<file path="config.mk">
export PLATFORM = sky130hd
export DESIGN_NAME = sev_segm_scan_ctrl_flat
export DESIGN_NICKNAME = d
export VERILOG_FILES = /design/src/rtl/sev_segm_pkg.sv /design/src/rtl/sev_segm_scan_ctrl_if.sv /design/src/rtl/sev_segm_scan_ctrl_seg_decode.sv /design/src/rtl/sev_segm_scan_ctrl.sv /design/src/flat_wrapper.sv
export SDC_FILE = /design/constraint.sdc
export NUM_CORES = 1
export LEC_CHECK = 0
export BUFFER_PORTS_ARGS = -buffer_cell sky130_fd_sc_hd__buf_2
export CAP_MARGIN = 5
export CORE_ASPECT_RATIO = 1.2
export CORE_MARGIN = 8
export CORE_UTILIZATION = 35
export DETAILED_ROUTE_END_ITERATION = 10
export GPL_TIMING_DRIVEN = 0
export PLACE_DENSITY = 0.51
export SLEW_MARGIN = 10
export SYNTH_ARGS = -nofsm -noshare
export SYNTH_HDL_FRONTEND = slang
export SYNTH_SLANG_ARGS = --single-unit
</file>
<file path="constraint.sdc">
create_clock -name clk -period 5.2 [get_ports clk]
set_input_delay 1.04 -clock clk [delete_from_list [all_inputs] [get_ports clk]]
set_output_delay 1.04 -clock clk [all_outputs]
set_load 0.02 [all_outputs]
</file>
<file path="src/rtl/sev_segm_pkg.sv">
// Shared constants, segment table and scan-state type for the seven-segment scan controller.
// Segment codes are active-low {g,f,e,d,c,b,a}.
package sev_segm_pkg;

  localparam logic [6:0] SEG_BLANK = 7'h7F;

  // Index 15 is listed first: F, E, D, ... , 1, 0
  localparam logic [15:0][6:0] SEG_TABLE = {
    7'h0E, 7'h06, 7'h21, 7'h46, 7'h03, 7'h08, 7'h10, 7'h00,
    7'h78, 7'h02, 7'h12, 7'h19, 7'h30, 7'h24, 7'h79, 7'h40
  };

  typedef enum logic {BLANK, SHOW} scan_state_t;

  function automatic logic [6:0] hex2segm(input logic [3:0] nib);
    return SEG_TABLE[nib];
  endfunction

endpackage

</file>
<file path="src/rtl/sev_segm_scan_ctrl_if.sv">
// User-side write port and board-side display outputs of the scan controller.
interface sev_segm_scan_ctrl_if #(parameter int N_DIGITS = 4);
  logic                    load;
  logic [4*N_DIGITS-1:0]   data_in;
  logic [N_DIGITS-1:0]     dig_en_in;
  logic                    pending;
  logic [6:0]              segm;
  logic [N_DIGITS-1:0]     an;
  logic                    frame_start;

  modport master (
    output load, data_in, dig_en_in,
    input  pending, segm, an, frame_start
  );

  modport slave (
    input  load, data_in, dig_en_in,
    output pending, segm, an, frame_start
  );
endinterface

</file>
<file path="src/rtl/sev_segm_scan_ctrl_seg_decode.sv">
// Combinational hex nibble to active-low seven-segment decoder.
module seg_decode
  import sev_segm_pkg::*;
(
  input  logic [3:0] nib,
  output logic [6:0] segm
);
  assign segm = hex2segm(nib);
endmodule

</file>
<file path="src/rtl/sev_segm_scan_ctrl.sv">
// Multiplexed seven-segment scan controller with frame-boundary shadow register.
// Build option SEV_SEGM_LZ_BLANK_EN enables leading-zero blanking.
//
// state | meaning
// BLANK | cnt < BLANK_CYC, all anodes off while segments settle
// SHOW  | anode of digit idx driven low if enabled (and not a leading zero)
module sev_segm_scan_ctrl
  import sev_segm_pkg::*;
#(
  parameter int N_DIGITS  = 4,
  parameter int DIV_MAX   = 49999,
  parameter int BLANK_CYC = 2,
  parameter int DIV_W     = 16
)(
  input logic clk,
  input logic rst,
  sev_segm_scan_ctrl_if.slave bus
);
  localparam int IDX_W = $clog2(N_DIGITS);
  localparam logic [IDX_W-1:0] IDX_LAST  = IDX_W'(N_DIGITS - 1);
  localparam logic [DIV_W-1:0] CNT_LAST  = DIV_W'(DIV_MAX);
  localparam logic [DIV_W-1:0] CNT_BLANK = DIV_W'(BLANK_CYC);

  typedef logic [N_DIGITS-1:0][3:0] nib_arr_t;

  logic [DIV_W-1:0]    cnt_q, cnt_d;
  logic [IDX_W-1:0]    idx_q, idx_d;
  nib_arr_t            disp_q, disp_d, pend_data_q, pend_data_d;
  logic [N_DIGITS-1:0] en_q, en_d, pend_en_q, pend_en_d;
  logic [N_DIGITS-1:0] an_q, an_d, lz_mask;
  logic                pending_q, pending_d;
  logic                frame_start_q, frame_start_d;
  logic [6:0]          segm_q, segm_d;
  logic                slot_wrap, commit;
  scan_state_t         state_d;

  always_comb begin
    slot_wrap   = (cnt_q == CNT_LAST);
    commit      = slot_wrap && (idx_q == IDX_LAST);
    cnt_d       = slot_wrap ? '0 : cnt_q + DIV_W'(1);
    idx_d       = idx_q;
    if (slot_wrap)
      idx_d = (idx_q == IDX_LAST) ? '0 : idx_q + IDX_W'(1);
    pend_data_d = pend_data_q;
    pend_en_d   = pend_en_q;
    pending_d   = pending_q;
    disp_d      = disp_q;
    en_d        = en_q;
    if (bus.load) begin
      pend_data_d = bus.data_in;
      pend_en_d   = bus.dig_en_in;
      pending_d   = 1'b1;
    end
    // A load landing in the commit cycle is picked up here as well (bypass).
    if (commit && pending_d) begin
      disp_d    = pend_data_d;
      en_d      = pend_en_d;
      pending_d = 1'b0;
    end
    frame_start_d = commit;
  end

`ifdef SEV_SEGM_LZ_BLANK_EN
  logic zero_above;
  always_comb begin
    lz_mask    = '0;
    zero_above = 1'b1;
    for (int k = N_DIGITS - 1; k > 0; k--) begin
      zero_above = zero_above & (disp_d[k] == 4'h0);
      lz_mask[k] = zero_above;
    end
  end
`else
  assign lz_mask = '0;
`endif

  always_comb begin
    state_d = (cnt_d < CNT_BLANK) ? BLANK : SHOW;
    an_d    = '1;
    if (state_d == SHOW && en_d[idx_d] && !lz_mask[idx_d])
      an_d[idx_d] = 1'b0;
  end

  seg_decode u_seg_decode (
    .nib  (disp_d[idx_d]),
    .segm (segm_d)
  );

  always_ff @(posedge clk) begin
    if (rst) begin
      cnt_q         <= '0;
      idx_q         <= '0;
      disp_q        <= '0;
      en_q          <= '1;
      pend_data_q   <= '0;
      pend_en_q     <= '1;
      pending_q     <= 1'b0;
      an_q          <= '1;
      segm_q        <= SEG_BLANK;
      frame_start_q <= 1'b0;
    end else begin
      cnt_q         <= cnt_d;
      idx_q         <= idx_d;
      disp_q        <= disp_d;
      en_q          <= en_d;
      pend_data_q   <= pend_data_d;
      pend_en_q     <= pend_en_d;
      pending_q     <= pending_d;
      an_q          <= an_d;
      segm_q        <= segm_d;
      frame_start_q <= frame_start_d;
    end
  end

  assign bus.pending     = pending_q;
  assign bus.segm        = segm_q;
  assign bus.an          = an_q;
  assign bus.frame_start = frame_start_q;

endmodule

</file>
<file path="src/flat_wrapper.sv">
// flat-port wrapper written by rule: the top's interface ports become plain ports
module sev_segm_scan_ctrl_flat import sev_segm_pkg::*;
#(
  parameter int N_DIGITS  = 4,
  parameter int DIV_MAX   = 49999,
  parameter int BLANK_CYC = 2,
  parameter int DIV_W     = 16
)
  (clk, rst, bus_load, bus_data_in, bus_dig_en_in, bus_pending, bus_segm, bus_an, bus_frame_start);
  sev_segm_scan_ctrl_if #(.N_DIGITS(N_DIGITS)) bus_i ();
  input logic clk;
  input logic rst;
  input wire logic [$bits(bus_i.load)-1:0] bus_load;
  input wire logic [$bits(bus_i.data_in)-1:0] bus_data_in;
  input wire logic [$bits(bus_i.dig_en_in)-1:0] bus_dig_en_in;
  output wire logic [$bits(bus_i.pending)-1:0] bus_pending;
  output wire logic [$bits(bus_i.segm)-1:0] bus_segm;
  output wire logic [$bits(bus_i.an)-1:0] bus_an;
  output wire logic [$bits(bus_i.frame_start)-1:0] bus_frame_start;
  assign bus_i.load = bus_load;
  assign bus_i.data_in = bus_data_in;
  assign bus_i.dig_en_in = bus_dig_en_in;
  assign bus_pending = bus_i.pending;
  assign bus_segm = bus_i.segm;
  assign bus_an = bus_i.an;
  assign bus_frame_start = bus_i.frame_start;
  sev_segm_scan_ctrl #(.N_DIGITS(N_DIGITS), .DIV_MAX(DIV_MAX), .BLANK_CYC(BLANK_CYC), .DIV_W(DIV_W)) u_core (.clk(clk), .rst(rst), .bus(bus_i));
endmodule
</file>
==> metrics.txt <==
Final Util=41.9%; Crit path largest cell delay=0.49 ns; DPL Wire Length=4920 µm; clk buf depth=2; Clk pwr share=39.3%; PwrDens=289 nW/µm²; kind of cell adding the most delay to the critical path=buffers and inverters; worst clock skew=0.0120 ns; area grow syn2layout=16.2%; port bufs=34; Post-Synthesis Cells=319; Slew headroom=59.2%; CP max FO=10; clock root buffer=clkbuf_8; Post-Syn Nets=350; Place WS=1.09 ns; Worst Path Required=5.39 ns; Synth Area per Inst=9.68 µm²; Total Power=0.00104 W; Sw Ratio=25.4%; post-CTS sizing=0; Seq/Total Area, Yosys=46.0%; Crit path arrival time=3.92 ns; Residual DRC=0; Hold Vio Cnt, Final=0; fin nets=395; Crit Path Class=input port to register; total negative slack=0 ns; layout cell share with drive strength beyond 1=20.6%; Worst Setup End Kind=register; routed len/inst=14.1 µm; TritonCTS clock tree=built; part of the power in registers=54.3%; highest clock rate=0.268 GHz; RSZ-0062 raised after global routing=no; GRT Total Usage=12.0%; global-route wire length before repair=11400 µm; Warnings, synthesis=0; Hold Crit Class=register to register; count leader, synth=dfxtp_1; first-iteration detailed-routing DRC count=50; Netlist cell types=50; pin count of the biggest net entering global routing=14; die width=102 µm; first-pass iteration count of the detailed router=4; peak supply drop=0.144 mV; Synth async-reset ratio=0%; # rows=37; ys flop type=dfxtp_1; Least-Margin Pin Slew=0.612 ns; Worst path slowest cell=buf_1; number of global-route vias before repair=2336; CP dominant cell by count=mux2i_1; n_diodes=0; number of post-CTS setup repair buffers=0; Tcrit/Tclk final=71.7%; H-tree levels=3; crit path time final=3.73 ns; area leader, netlist=dfxtp_1; ranking of synthesized cells by area=dfxtp_1 (46%), mux2i_1 (8.4%), nor2_1 (6.3%), mux2_2 (3.3%), ha_1 (3.2%); Psw=0.000264 W; CP Cell Sequence=buf_2 -> buf_1 -> buf_2 -> mux2i_1 -> nand2_1 -> o21ai_0 -> mux2i_1 -> mux2i_1 -> inv_1 -> ha_1 -> mux2_1 -> nand2_1 -> o311ai_1; Logic pwr share=6.4%; Placer Congestion=0.814; commonest cells in the netlist=dfxtp_1 (71), nor2_1 (52), mux2i_1 (26); grt ovf=0; leakage=1.47 nW; cell-internal power=0.000774 W; final-report max-slew violation count=0; Hold Buf Count CTS=0; IO Pins=36; Num CTS Buffers=9; WL final=6860 µm; Avg Vias per Cell=4.83; #FFs+latches synth=71; Die Y=119 µm; die area=12100 µm²; EDFF count, synth=0; clk_lat worst skew=0.35 ns; Max Cap Viol=0; initial antenna violation count=0; clk sinks=71; synthesized area=3090 µm²; register clock-pin slew on the reported worst setup and hold paths=0.08 ns; crit path launch type=input port; area of the core=8560 µm²; Final WS setup=1.47 ns; Synth top area share=46.0%; post-route ant nets=0; Worst Path Buf+Inv=4; final setup fails=0; Vias=2348; Initial Utilization=36.1%; status=finished, final reports clean
worst register-to-register path, cell delays in order (launching register included):
cell      delay [ns]
dfxtp_1         0.37
ha_1            0.26
and4b_1         0.30
nand4_4         0.16
nor2_1          0.18
buf_2           0.25
buf_4           0.24
nand2_1         0.08
o21ai_1         0.10
mux2i_1         0.09
mux2i_1         0.34
inv_1           0.17
ha_1            0.28
mux2_1          0.29
nand2_1         0.06
o311ai_1        0.10
path summary, 6_finish.rpt:
path                                            to  depth (start not counted)  slack [ns]            start
worst max-delay path            u_core.bus.segm[6]                         13        1.47         bus_load
worst min-delay path              u_core.bus.an[1]                          1        0.42   u_core.en_q[1]
worst max register to register  u_core.bus.segm[6]                         15        1.78  u_core.cnt_q[0]
worst min register to register    u_core.bus.an[1]                          1        0.42   u_core.en_q[1]
cell type report:
cell class                      instances  area (µm²)
Timing Repair Buffer                   34         170
Buffer                                 18         103
Clock buffer                           10         138
Clock inverter                          6        45.0
Inverter                                6        22.5
Sequential cell                        71        1420
Multi-Input combinational cell        224        1540
Fill cell                             880        4980
Tap cell                              117         146
power by group through the flow:
stage,logic [W],registers (W),clock network [W]
floorplan,0.0000374,0.000581,0
detailed placement,0.0000681,0.000576,0
finish,0.0000665,0.000564,0.000408
global route,0.0000734,0.000565,0.000447
CTS,0.0000685,0.000564,0.000420
global placement,0.0000684,0.000576,0
layer usage:
metal	wire length (µm)	track usage [%]
met5	0	0
met4	147	5.23
met1	3120	14.2
met3	210	2.68
met2	3390	20.0
per-stage QoR:
stage | std cells | hold WS, ns | instance area (µm²)
final | 486 | 0.423 | 3590
after global routing | 486 | 0.455 | 3590
after CTS | 486 | 0.421 | 3590
after detailed placement | 470 | 0.387 | 3400
after global placement | 470 | 0.394 | 3400
after floorplan | 319 | 0.367 | 3090
cell families (layout without fill, tap and decap cells):
kind of cell	after synthesis	after routing	synth area share, %
and+or+nand+nor	122	122	19.7
DFF	71	71	46.0
muxes	40	40	14.2
AOI/OAI and AO/OA	38	38	8.23
buffers and inverters	24	74	4.05
xor gates and xnor gates	16	16	4.54
adders and majority gates	8	8	3.24
sequential cells by signal, summed over array words and instances, names as in the netlist:
| signal | count |
|---|---|
| u_core.bus.an | 4 |
| u_core.bus.frame_start | 1 |
| u_core.bus.segm | 7 |
| u_core.disp_q | 16 |
| u_core.pend_en_q | 4 |
| u_core.pend_data_q | 16 |
| u_core.idx_q | 2 |
| u_core.en_q | 4 |
| u_core.cnt_q | 16 |
| u_core.bus.pending | 1 |
cell usage in the layout, fill, tap and decap left out, types with 2 or more instances in the layout:
cell	synthesis	final
a211oi_1	2	2
a21oi_1	6	6
a221o_1	2	2
a31oi_1	3	3
and2_1	9	9
and3_1	5	5
and4_1	2	2
buf_2	4	38
buf_4	2	2
buf_6	3	3
clkbuf_1	8	8
clkbuf_8	0	10
clkinvlp_4	0	3
dfxtp_1	71	71
ha_1	8	8
inv_1	6	6
mux2_2	9	9
mux2_4	2	2
mux2i_1	26	26
nand2_1	25	25
nand2b_1	3	3
nand3_1	4	4
nand4_1	4	4
nor2_1	52	52
nor3_1	6	6
nor3b_1	3	3
o211ai_1	3	3
o21ai_0	7	7
o21ai_1	4	4
o221ai_1	2	2
o22ai_1	2	2
o31a_1	2	2
xnor2_1	9	9
xor2_1	7	7
Note: power is estimated with default switching activity, not from simulation.
